`src/rtl/minisrc_pkg.sv`:
```
// Shared Mini SRC definitions: opcodes, datapath/ALU bit indices, sequencer types.
package minisrc_pkg;

  // Opcodes (IR[31:27])
  localparam logic [4:0] OP_LD   = 5'b00000;
  localparam logic [4:0] OP_LDI  = 5'b00001;
  localparam logic [4:0] OP_ST   = 5'b00010;
  localparam logic [4:0] OP_ADD  = 5'b00011;
  localparam logic [4:0] OP_SUB  = 5'b00100;
  localparam logic [4:0] OP_AND  = 5'b00101;
  localparam logic [4:0] OP_OR   = 5'b00110;
  localparam logic [4:0] OP_ROR  = 5'b00111;
  localparam logic [4:0] OP_ROL  = 5'b01000;
  localparam logic [4:0] OP_SHR  = 5'b01001;
  localparam logic [4:0] OP_SHRA = 5'b01010;
  localparam logic [4:0] OP_SHL  = 5'b01011;
  localparam logic [4:0] OP_ADDI = 5'b01100;
  localparam logic [4:0] OP_ANDI = 5'b01101;
  localparam logic [4:0] OP_ORI  = 5'b01110;
  localparam logic [4:0] OP_DIV  = 5'b01111;
  localparam logic [4:0] OP_MUL  = 5'b10000;
  localparam logic [4:0] OP_NEG  = 5'b10001;
  localparam logic [4:0] OP_NOT  = 5'b10010;
  localparam logic [4:0] OP_BR   = 5'b10011;
  localparam logic [4:0] OP_JR   = 5'b10100;
  localparam logic [4:0] OP_JAL  = 5'b10101;
  localparam logic [4:0] OP_IN   = 5'b10110;
  localparam logic [4:0] OP_OUT  = 5'b10111;
  localparam logic [4:0] OP_MFHI = 5'b11000;
  localparam logic [4:0] OP_MFLO = 5'b11001;
  localparam logic [4:0] OP_NOP  = 5'b11010;
  localparam logic [4:0] OP_HALT = 5'b11011;

  // Datapath enable / driver bit indices (shared by DPin and DPout)
  localparam int unsigned DP_PC      = 0;
  localparam int unsigned DP_IR      = 1;
  localparam int unsigned DP_Y       = 2;
  localparam int unsigned DP_MAR     = 3;
  localparam int unsigned DP_MDR     = 4;
  localparam int unsigned DP_INPORT  = 5;
  localparam int unsigned DP_OUTPORT = 6;
  localparam int unsigned DP_Z       = 7;
  localparam int unsigned DP_ZHI     = 8;
  localparam int unsigned DP_ZLO     = 9;
  localparam int unsigned DP_HI      = 10;
  localparam int unsigned DP_LO      = 11;
  localparam int unsigned DP_READ    = 12;
  localparam int unsigned DP_C       = 13;

  // ALU operation bit indices
  localparam int unsigned ALU_ADD = 0;
  localparam int unsigned ALU_SUB = 1;
  localparam int unsigned ALU_NEG = 2;
  localparam int unsigned ALU_MUL = 3;
  localparam int unsigned ALU_DIV = 4;
  localparam int unsigned ALU_AND = 5;
  localparam int unsigned ALU_OR  = 6;
  localparam int unsigned ALU_ROR = 7;
  localparam int unsigned ALU_ROL = 8;
  localparam int unsigned ALU_SLL = 9;
  localparam int unsigned ALU_SRA = 10;
  localparam int unsigned ALU_SRL = 11;
  localparam int unsigned ALU_NOT = 12;
  localparam int unsigned ALU_INC = 13;

  typedef enum logic [3:0] {
    StRst, StF0, StF1, StF2, StF3,
    StE0, StE1, StE2, StE3, StE4, StE5,
    StHalt
  } state_e;

  typedef enum logic [3:0] {
    ClsRtype, ClsItype, ClsUnary, ClsMuldiv, ClsLd, ClsLdi, ClsSt, ClsBr,
    ClsJr, ClsJal, ClsIn, ClsOut, ClsMfhi, ClsMflo, ClsNop, ClsHalt
  } op_class_e;

  // One-hot ALU operation for opcodes that use the ALU in their compute step
  function automatic logic [15:0] alu_sel(input logic [4:0] op);
    logic [15:0] sel;
    sel = '0;
    case (op)
      OP_ADD, OP_ADDI: sel[ALU_ADD] = 1'b1;
      OP_SUB:          sel[ALU_SUB] = 1'b1;
      OP_AND, OP_ANDI: sel[ALU_AND] = 1'b1;
      OP_OR, OP_ORI:   sel[ALU_OR]  = 1'b1;
      OP_ROR:          sel[ALU_ROR] = 1'b1;
      OP_ROL:          sel[ALU_ROL] = 1'b1;
      OP_SHR:          sel[ALU_SRL] = 1'b1;
      OP_SHRA:         sel[ALU_SRA] = 1'b1;
      OP_SHL:          sel[ALU_SLL] = 1'b1;
      OP_DIV:          sel[ALU_DIV] = 1'b1;
      OP_MUL:          sel[ALU_MUL] = 1'b1;
      OP_NEG:          sel[ALU_NEG] = 1'b1;
      OP_NOT:          sel[ALU_NOT] = 1'b1;
      default:         sel = '0;
    endcase
    return sel;
  endfunction

  // Index of the final execute step for each class
  function automatic logic [2:0] last_step(input op_class_e cls);
    logic [2:0] n;
    case (cls)
      ClsRtype, ClsItype, ClsLdi: n = 3'd2;
      ClsUnary, ClsJal:           n = 3'd1;
      ClsMuldiv, ClsBr:           n = 3'd3;
      ClsSt:                      n = 3'd4;
      ClsLd:                      n = 3'd5;
      default:                    n = 3'd0;
    endcase
    return n;
  endfunction

endpackage

```
`src/rtl/control_unit_op_class_decode.sv`:
```
// Combinational opcode to instruction-class decode.
module op_class_decode
  import minisrc_pkg::*;
(
  input  logic [4:0] IRop,
  output op_class_e  op_class
);

  // Map each opcode onto the execute sequence it follows
  always_comb begin
    op_class = ClsNop;
    case (IRop)
      OP_LD:   op_class = ClsLd;
      OP_LDI:  op_class = ClsLdi;
      OP_ST:   op_class = ClsSt;
      OP_ADD, OP_SUB, OP_AND, OP_OR, OP_ROR, OP_ROL, OP_SHR, OP_SHRA, OP_SHL:
               op_class = ClsRtype;
      OP_ADDI, OP_ANDI, OP_ORI:
               op_class = ClsItype;
      OP_DIV, OP_MUL:
               op_class = ClsMuldiv;
      OP_NEG, OP_NOT:
               op_class = ClsUnary;
      OP_BR:   op_class = ClsBr;
      OP_JR:   op_class = ClsJr;
      OP_JAL:  op_class = ClsJal;
      OP_IN:   op_class = ClsIn;
      OP_OUT:  op_class = ClsOut;
      OP_MFHI: op_class = ClsMfhi;
      OP_MFLO: op_class = ClsMflo;
      OP_HALT: op_class = ClsHalt;
      default: op_class = ClsNop; // nop and the reserved 111xx codes
    endcase
  end

endmodule

```
`src/rtl/control_unit.sv`:
```
// Hardwired Mini SRC sequencer: 4-step fetch, class-specific execute, halt/stop handling.
module control_unit
  import minisrc_pkg::*;
(
  input  logic        clk,
  input  logic        clr,
  input  logic [4:0]  IRop,
  input  logic        CON,
  input  logic        stop,
  output logic [15:0] DPin,
  output logic [15:0] DPout,
  output logic [15:0] ALUopp,
  output logic        Gra,
  output logic        Grb,
  output logic        Grc,
  output logic        Rin,
  output logic        Rout,
  output logic        BAout,
  output logic        RAM_wr,
  output logic        CONin,
  output logic        run
);

  state_e    state_q, state_d;
  logic      stop_q;
  op_class_e cls;
  logic [2:0] e_step;
  logic       halt_req;
  logic       e_last;

  op_class_decode u_decode (
    .IRop     (IRop),
    .op_class (cls)
  );

  // A stop pulse is remembered so the current instruction can finish first
  assign halt_req = stop | stop_q;
  assign e_last   = (e_step >= last_step(cls));

  // State register and sticky stop request
  always_ff @(posedge clk or posedge clr) begin
    if (clr) begin
      state_q <= StRst;
      stop_q  <= 1'b0;
    end else begin
      state_q <= state_d;
      stop_q  <= stop_q | stop;
    end
  end

  // Execute step number for the current E-state
  always_comb begin
    e_step = 3'd0;
    case (state_q)
      StE1:    e_step = 3'd1;
      StE2:    e_step = 3'd2;
      StE3:    e_step = 3'd3;
      StE4:    e_step = 3'd4;
      StE5:    e_step = 3'd5;
      default: e_step = 3'd0;
    endcase
  end

  // Next-state: fetch, branch on class in F3, walk E-steps, divert to HALT on stop
  always_comb begin
    state_d = state_q;
    unique case (state_q)
      StRst:  state_d = halt_req ? StHalt : StF0;
      StF0:   state_d = StF1;
      StF1:   state_d = StF2;
      StF2:   state_d = StF3;
      StF3: begin
        if (cls == ClsHalt)     state_d = StHalt;
        else if (cls == ClsNop) state_d = halt_req ? StHalt : StF0;
        else                    state_d = StE0;
      end
      StE0, StE1, StE2, StE3, StE4, StE5: begin
        if (e_last) begin
          state_d = halt_req ? StHalt : StF0;
        end else begin
          case (state_q)
            StE0:    state_d = StE1;
            StE1:    state_d = StE2;
            StE2:    state_d = StE3;
            StE3:    state_d = StE4;
            default: state_d = StE5;
          endcase
        end
      end
      StHalt: state_d = StHalt;
      default: state_d = StRst;
    endcase
  end

  // Moore output decode from state and opcode class
  always_comb begin
    DPin   = '0;
    DPout  = '0;
    ALUopp = '0;
    Gra    = 1'b0;
    Grb    = 1'b0;
    Grc    = 1'b0;
    Rin    = 1'b0;
    Rout   = 1'b0;
    BAout  = 1'b0;
    RAM_wr = 1'b0;
    CONin  = 1'b0;
    run    = (state_q != StRst) && (state_q != StHalt);
    unique case (state_q)
      StF0: begin
        DPout[DP_PC] = 1'b1;
        DPin[DP_MAR] = 1'b1;
        DPin[DP_Z]   = 1'b1;
        ALUopp[ALU_INC] = 1'b1;
      end
      StF1: begin
        DPout[DP_ZLO] = 1'b1;
        DPin[DP_PC]   = 1'b1;
      end
      StF2: begin
        DPin[DP_READ] = 1'b1;
        DPin[DP_MDR]  = 1'b1;
      end
      StF3: begin
        DPout[DP_MDR] = 1'b1;
        DPin[DP_IR]   = 1'b1;
      end
      StE0, StE1, StE2, StE3, StE4, StE5: begin
        unique case (cls)
          ClsRtype, ClsItype: begin
            case (e_step)
              3'd0: begin Grb = 1'b1; Rout = 1'b1; DPin[DP_Y] = 1'b1; end
              3'd1: begin
                if (cls == ClsRtype) begin
                  Grc  = 1'b1;
                  Rout = 1'b1;
                end else begin
                  DPout[DP_C] = 1'b1;
                end
                ALUopp = alu_sel(IRop);
                DPin[DP_Z] = 1'b1;
              end
              3'd2: begin DPout[DP_ZLO] = 1'b1; Gra = 1'b1; Rin = 1'b1; end
              default: ;
            endcase
          end
          ClsUnary: begin
            case (e_step)
              3'd0: begin
                Grb = 1'b1; Rout = 1'b1; ALUopp = alu_sel(IRop); DPin[DP_Z] = 1'b1;
              end
              3'd1: begin DPout[DP_ZLO] = 1'b1; Gra = 1'b1; Rin = 1'b1; end
              default: ;
            endcase
          end
          ClsMuldiv: begin
            case (e_step)
              3'd0: begin Gra = 1'b1; Rout = 1'b1; DPin[DP_Y] = 1'b1; end
              3'd1: begin
                Grb = 1'b1; Rout = 1'b1; ALUopp = alu_sel(IRop); DPin[DP_Z] = 1'b1;
              end
              3'd2: begin DPout[DP_ZLO] = 1'b1; DPin[DP_LO] = 1'b1; end
              3'd3: begin DPout[DP_ZHI] = 1'b1; DPin[DP_HI] = 1'b1; end
              default: ;
            endcase
          end
          ClsLd, ClsLdi, ClsSt: begin
            // Effective address (rb + C, or C when rb is r0) is shared by all three
            case (e_step)
              3'd0: begin Grb = 1'b1; BAout = 1'b1; DPin[DP_Y] = 1'b1; end
              3'd1: begin DPout[DP_C] = 1'b1; ALUopp[ALU_ADD] = 1'b1; DPin[DP_Z] = 1'b1; end
              3'd2: begin
                DPout[DP_ZLO] = 1'b1;
                if (cls == ClsLdi) begin
                  Gra = 1'b1;
                  Rin = 1'b1;
                end else begin
                  DPin[DP_MAR] = 1'b1;
                end
              end
              3'd3: begin
                if (cls == ClsSt) begin
                  Gra = 1'b1; Rout = 1'b1; DPin[DP_MDR] = 1'b1;
                end
              end
              3'd4: begin
                if (cls == ClsSt) begin
                  RAM_wr = 1'b1;
                end else begin
                  DPin[DP_READ] = 1'b1; DPin[DP_MDR] = 1'b1;
                end
              end
              3'd5: begin DPout[DP_MDR] = 1'b1; Gra = 1'b1; Rin = 1'b1; end
              default: ;
            endcase
          end
          ClsBr: begin
            case (e_step)
              3'd0: begin Gra = 1'b1; Rout = 1'b1; CONin = 1'b1; end
              3'd1: begin DPout[DP_PC] = 1'b1; DPin[DP_Y] = 1'b1; end
              3'd2: begin DPout[DP_C] = 1'b1; ALUopp[ALU_ADD] = 1'b1; DPin[DP_Z] = 1'b1; end
              3'd3: begin DPout[DP_ZLO] = 1'b1; DPin[DP_PC] = CON; end
              default: ;
            endcase
          end
          ClsJr: begin Gra = 1'b1; Rout = 1'b1; DPin[DP_PC] = 1'b1; end
          ClsJal: begin
            if (e_step == 3'd0) begin
              DPout[DP_PC] = 1'b1; Grb = 1'b1; Rin = 1'b1;
            end else begin
              Gra = 1'b1; Rout = 1'b1; DPin[DP_PC] = 1'b1;
            end
          end
          ClsIn:   begin DPout[DP_INPORT] = 1'b1; Gra = 1'b1; Rin = 1'b1; end
          ClsOut:  begin Gra = 1'b1; Rout = 1'b1; DPin[DP_OUTPORT] = 1'b1; end
          ClsMfhi: begin DPout[DP_HI] = 1'b1; Gra = 1'b1; Rin = 1'b1; end
          ClsMflo: begin DPout[DP_LO] = 1'b1; Gra = 1'b1; Rin = 1'b1; end
          default: ;
        endcase
      end
      default: ;
    endcase
  end

endmodule

```
`config.mk`:
```
export PLATFORM = sky130hd
export DESIGN_NAME = control_unit
export DESIGN_NICKNAME = d
export VERILOG_FILES = /design/src/rtl/minisrc_pkg.sv /design/src/rtl/control_unit_op_class_decode.sv /design/src/rtl/control_unit.sv
export SDC_FILE = /design/constraint.sdc
export NUM_CORES = 1
export LEC_CHECK = 0
export CAP_MARGIN = 40
export CORE_ASPECT_RATIO = 0.8
export CORE_MARGIN = 10
export CORE_UTILIZATION = 50
export CTS_BUF_LIST = sky130_fd_sc_hd__clkbuf_4 sky130_fd_sc_hd__clkbuf_8
export CTS_CLUSTER_DIAMETER = 120
export CTS_CLUSTER_SIZE = 12
export DETAILED_ROUTE_END_ITERATION = 8
export PLACE_DENSITY_LB_ADDON = 0.15
export SLEW_MARGIN = 5
export SYNTH_ARGS = -nofsm -noshare
export SYNTH_HDL_FRONTEND = slang
export SYNTH_SLANG_ARGS = --single-unit
```
`constraint.sdc`:
```
create_clock -name clk -period 6.8 [get_ports clk]
set_input_delay 1.7 -clock clk [delete_from_list [all_inputs] [get_ports clk]]
set_output_delay 1.7 -clock clk [all_outputs]
set_load 0.02 [all_outputs]
```
After elaboration in Yosys (flattened, before gate mapping) --
Memories as Yosys holds them, arrays and structs flattened. Cells that the tools add are included.
Word-level totals: output and inout port bits 57, RAM bits 0, input port bits 9, ROM bits 176, logic and storage cells 172, latch bits 0, register bits 5, memories kept 2
Memories:
- (name not given) | depth 32, bits a word 4, read ports 1, clocked after Yosys merged registers in 0, wr ports 0, line control_unit_op_class_decode.sv:12 | case (IRop)
- (name not given) | depth 16, bits a word 3, read ports 1, clocked after Yosys merged registers in 0, wr ports 0, line minisrc_pkg.sv:103 | case (cls)
Operators by class: multiply operators 0, add/subtract/negate cells 0, bitwise logic cells 1, equal/unequal tests 48, magnitude comparators 1, div/mod/pow operators 0, shift-type cells 0, reductions and logical operators 20, mux-type cells 98
Operators by type and width (count):
- 1-bit 2-to-1 mux | 58
- 4-bit == test (second input constant) | 12
- 5-bit by 4-bit == test with 1-bit output (second input constant) | 8
- 13-bit 2-to-1 mux | 3
- 4-bit by 3-bit == test with 1-bit output (second input constant) | 8
- 1-bit one-hot mux with 2 select lines | 15
- 15-bit one-hot mux with 2 select lines | 1
- 4-bit one-hot mux with 7 select lines | 1
- 5-bit by 3-bit == test with 1-bit output (second input constant) | 4
- 4-bit by 2-bit == test with 1-bit output (second input constant) | 4
- 4-bit 2-to-1 mux | 4
- 4-bit one-hot mux with 4 select lines | 1
- 2-bit OR reduction | 8
- 5-bit == test (second input constant) | 3
- 1-bit one-hot mux with 3 select lines | 5
- 3-bit one-hot mux with 5 select lines | 1
- 1-bit one-hot mux with 6 select lines | 2
- 6-bit OR reduction | 2
- 2-bit 2-to-1 mux | 5
- 3-bit OR reduction | 3
- 4-bit by 1-bit == test with 1-bit output (second input constant) | 2
- 4-bit zero test | 2
- 7-bit OR reduction | 1
- 3-bit by 2-bit == test with 1-bit output (second input constant) | 2
- other kinds (12) | 13

Longest topological paths before layout --
depth after elaboration 7, gate-level depth with buffers 17, mapped depth without buffers 16

Modules after synthesis --
From an unflattened synthesis, not the netlist that was laid out.
Unflattened totals: cells, all modules 249, area total of the unflattened synthesis 1572.8 um^2
By module, submodules not included:
- control_unit | sequential area each 125.1 um^2, area an instance 1421.4 um^2, cells each 227, instances 1
- op_class_decode | sequential area each 0.0 um^2, area an instance 151.4 um^2, cells each 22, instances 1

Worst setup path before layout --
No wires, ideal clock.
path kind input-to-output, from input IRop[0], to output ALUopp[0], path buffers 1, slack 1080 ps, cell stages on the path 14, required time 5100 ps, data arrival time 4020 ps, cell sequence inv_1 ha_1 nor3_1 a21oi_1 nor2_1 or2_2 inv_1 ha_1 buf_2 inv_1 a221oi_2 o21ai_2 or3_1 a21oi_1
Between the ends: word-level cells in the longest chain between the ends 6, elaborated cells between the ends (all ways) 19, classes of those cells 9 x eq/ne; 5 x mux; 4 x reduce/logical; 1 x memory
Ends and longest elaborated chain:
- start: declaration | line control_unit.sv:7 | input logic [4:0] IRop,
- parallel branches: the longest is 4 deep, another holds memory 32 x 4 bit
- 1-bit one-hot mux with 4 select lines (*) | line control_unit.sv:129 | unique case (cls)
- 13-bit 2-to-1 mux (*) | line control_unit.sv:109 | unique case (state_q)
- end: declaration | line control_unit.sv:12 | output logic [15:0] ALUopp,
Every way passes the cells marked *.

Final worst setup path --
from input IRop[0], to output DPin[2]
Between the ends: word-level cells in the longest chain between the ends 5, elaborated cells between the ends (all ways) 11, classes of those cells 6 x eq/ne; 2 x mux; 2 x reduce/logical; 1 x memory
Ends and longest elaborated chain:
- memory 32 x 4 bit (*)
- 4-bit by 3-bit == test with 1-bit output (tied with other cells) | line control_unit.sv:129
- 6-bit OR reduction (no line)
- 1-bit one-hot mux with 2 select lines (*) | line control_unit.sv:129
- 1-bit 2-to-1 mux (*) | line control_unit.sv:109
- end: declaration | line control_unit.sv:10 | output logic [15:0] DPin,
Every way passes the cells marked *; elsewhere a longest branch is shown, timed or not.

==> results.md <==
* Worst reg2reg path startpoint: state_q[2]$_DFF_PP0_
* Worst slew margin at 50.04%
* Worst-Margin Slew at 0.7494 ns
* CP cell instances: clkdlybuf4s50_1, inv_1, ha_1, nor3_1, a21oi_1, nor2_1, or2_2, ha_1, or3_1, o211ai_1, o21ai_1, a22oi_1, nor2_1, clkdlybuf4s50_1
* Grt total ovfl at 0
* Clock sink total at 5
* Starting DRT DRC Count at roughly 330
* Slowest stage delay, CP at 0.55 ns
* Site row count at 19
* Syn Area/Cell at approximately 6.6 um2
* Synth-to-layout area growth at 34.82%
* Die span in y at 72.75 um
* Latest clock arrival within the worst-skew pair at 0.23 ns
* First-pass GRT wire length at about 9.6 mm
* Synth area leader: ha_1
* Max_cap viols at 0
* Vias in the first global route at around 1900
* Worst Path Max Fanout at 5
* Reg power frac at ~16%
* Finished Core Util at 68.97%
* Vias at 2083
* WP data arrival at 5.00 ns
* Setup slack after placement at approximately 0.054 ns
* Die area at 6252 um2
* Port buffer count at 49
* Pleak at between 1 and 1.5 nW
* Sequential share of the synthesized area at 7.194%
* Largest net degree at the start of global routing at 27
* Total power draw at 0.6302 mW
* Cell variety after synth at 58
* Final wirelength at 5.781 mm
* Flops & latches, synth at 5
* Die extent in x at 85.94 um
* Clk_skew at 0.001985 ns
* Crit. End Element: output port
* GP Congestion at 0.9607
* Hold crit path type: reg2reg
* Required time worst endpoint at 5.10 ns
* Detailed placer's ending HPWL at 4.662 mm
* Post-synth EDFFs at 0
* Final TNS setup at 0 ns
* Final setup fails at 0
* Register area at 125.1 um2
* Crit-path slowest cell: clkdlybuf4s50_1
* Clock Power Share at 9.6%
* WP buf/inv at 3
* Root Driver: clkbuf_8
* FMAX at 149.2 MHz
* Share of async-settable or async-resettable flops after synthesis at between 90% and 100%
* Diode count at 0
* Shortest period the worst path allows at roughly 6.7 ns
* Filler cells at just under 300
* Final Hold Fails at 0
* Post-CTS sizing at 0
* Logic pwr share at 74.3%
* Postcts setup bufs at 0
* CTS tree: done
* WL/cell at about 16 um
* Pint at ~0.27 mW
* Mapped Cells at approximately 260
* Fin area at 2345 um2
* Post-synth top flop: dfrtp_1
* H-tree depth at 1
* Core ar. at 3400 um2
* RSZ-0062 raised after global routing: yes
* Area after DPL at between 2000 and 2500 um2
* Top-count cell post-synth: nand2_1
* Vias per cell at 5.918
* Critical path startpoint category: input pin
* Final #Nets at between 300 and 400
* Initial antenna violation count at 0
* Pwr dens at 268.8 nW/um2
* Clk buf depth at 2
* Critical Path Start: IRop[0]
* Slew Limit Fails at 0
* Synth warnings at 0
* Antenna-violating nets left at 0
* Top post-synthesis cells by area: ha_1, buf_4, dfrtp_1
* Top cell type's share of synthesized area at 8.633%
* Multi-input logic area at 1428 um2
* Delay-heaviest family, CP: buffers and inverters
* Peak supply drop at 0.2385 mV
* Clock transition at path regs at 0.04 ns
* Num ports at 66
* Leading cell types by count after synthesis: nand2_1, nor2_1, buf_4, a21oi_1, inv_1
* Initial Util at a little over 50%
* Cts hold-fix bufs at 0
* Switching Fraction at a little under three fifths
* Outcome: complete, no violations
* Num CTS Buffers at 3
* Final setup margin at 0.09939 ns
* Syn Std Cell Area at 1739 um2
* Final period utilization at a little over nine tenths
* Hold wc startpoint: stop_q$_DFF_PP0_
* WS Path Type: in2out
* Finished Layout Cells at 352
* GRT Total Usage at 18.36%
* Switch Pwr at ~0.36 mW
* Worst hold slack at 0.4650 ns
* DR DRC count at 0
* DR pass1 iterations at 5
* Share of layout cells above drive strength 1 at 13.55%
* DP Cell Count at 348
==> cell type report <==
| cell class | count | share of cell area, % |
|---|---|---|
| flip-flops and latches | 5 | 5.336 |
| multi-input cells | 220 | 60.89 |
| repair buffers | 65 | 26.89 |
| well taps | 42 | 2.241 |
| clock buffers | 4 | 2.081 |
| inverters | 16 | 2.561 |
==> power by group through the flow <==
stage	combinational (mW)	clock, mW	sequential [mW]
after floorplan	0.366	0	0.0496
after global placement	0.442	0	0.0992
after detailed placement	0.450	0	0.0992
after CTS	0.452	0.0622	0.0987
after global routing	0.512	0.0651	0.108
final	0.468	0.0606	0.101
==> worst paths after layout <==
check,end,slack (ns),cells after the start
hold / removal,stop_q$_DFF_PP0_,0.46,2
setup / recovery,DPin[2],0.1,14
max in group asynchronous,state_q[0]$_DFF_PP0_,4.96,2
min in group asynchronous,stop_q$_DFF_PP0_,1.67,2
setup reg to reg,state_q[3]$_DFF_PP0_,3.32,9
hold reg to reg,stop_q$_DFF_PP0_,0.46,2
==> cell usage in the layout, fill, tap and decap left out, types with 4 or more instances in the layout <==
cell / n
nand2b_1: 8
and2_1: 15
ha_1: 11
nor3_1: 10
o31ai_1: 5
buf_4: 16
a21oi_1: 17
or3_1: 4
conb_1: 16
dfrtp_1: 5
a22oi_1: 5
nor2b_1: 7
nor2_1: 19
nor3_2: 4
nand2_1: 23
inv_1: 16
clkdlybuf4s50_1: 41
o211ai_1: 4
o21ai_1: 5
o21ai_0: 14
dlymetal6s2s_1: 8
==> kinds of logic (layout without fill, tap and decap cells) <==
family | count (synthesis) | count (layout) | synth area share (%)
DFF | 5 | 5 | 7.194
muxes | 2 | 2 | 1.223
xor gates and xnor gates | 1 | 1 | 0.5037
buffers and inverters | 54 | 85 | 17.05
adders and majority gates | 13 | 13 | 9.208
and+or+nand+nor | 113 | 113 | 35.47
AOI/OAI and AO/OA | 75 | 75 | 29.14
other | 1 | 16 | 0.2156
==> per-layer routing <==
metal / up-vias / share of wire [%] / global-route usage, %
met5: - / 0 / 0
met4: 0 / 1.1 / 4.562
met3: 13 / 12 / 7.143
met2: 128 / 42 / 25.23
met1: 950 / 45 / 25.65
li1: 992 / - / -
==> tightest hold or removal path, cell delays in order (launching register included) <==
cell and delay, ns:
dfrtp_1 0.32, nor2_1 0.05, inv_1 0.06
==> state kept, by name, indices dropped and copies added, names as in the netlist <==
register	cells
state_q	4
stop_q	1
No activity file was read; power rests on OpenSTA's default activity.
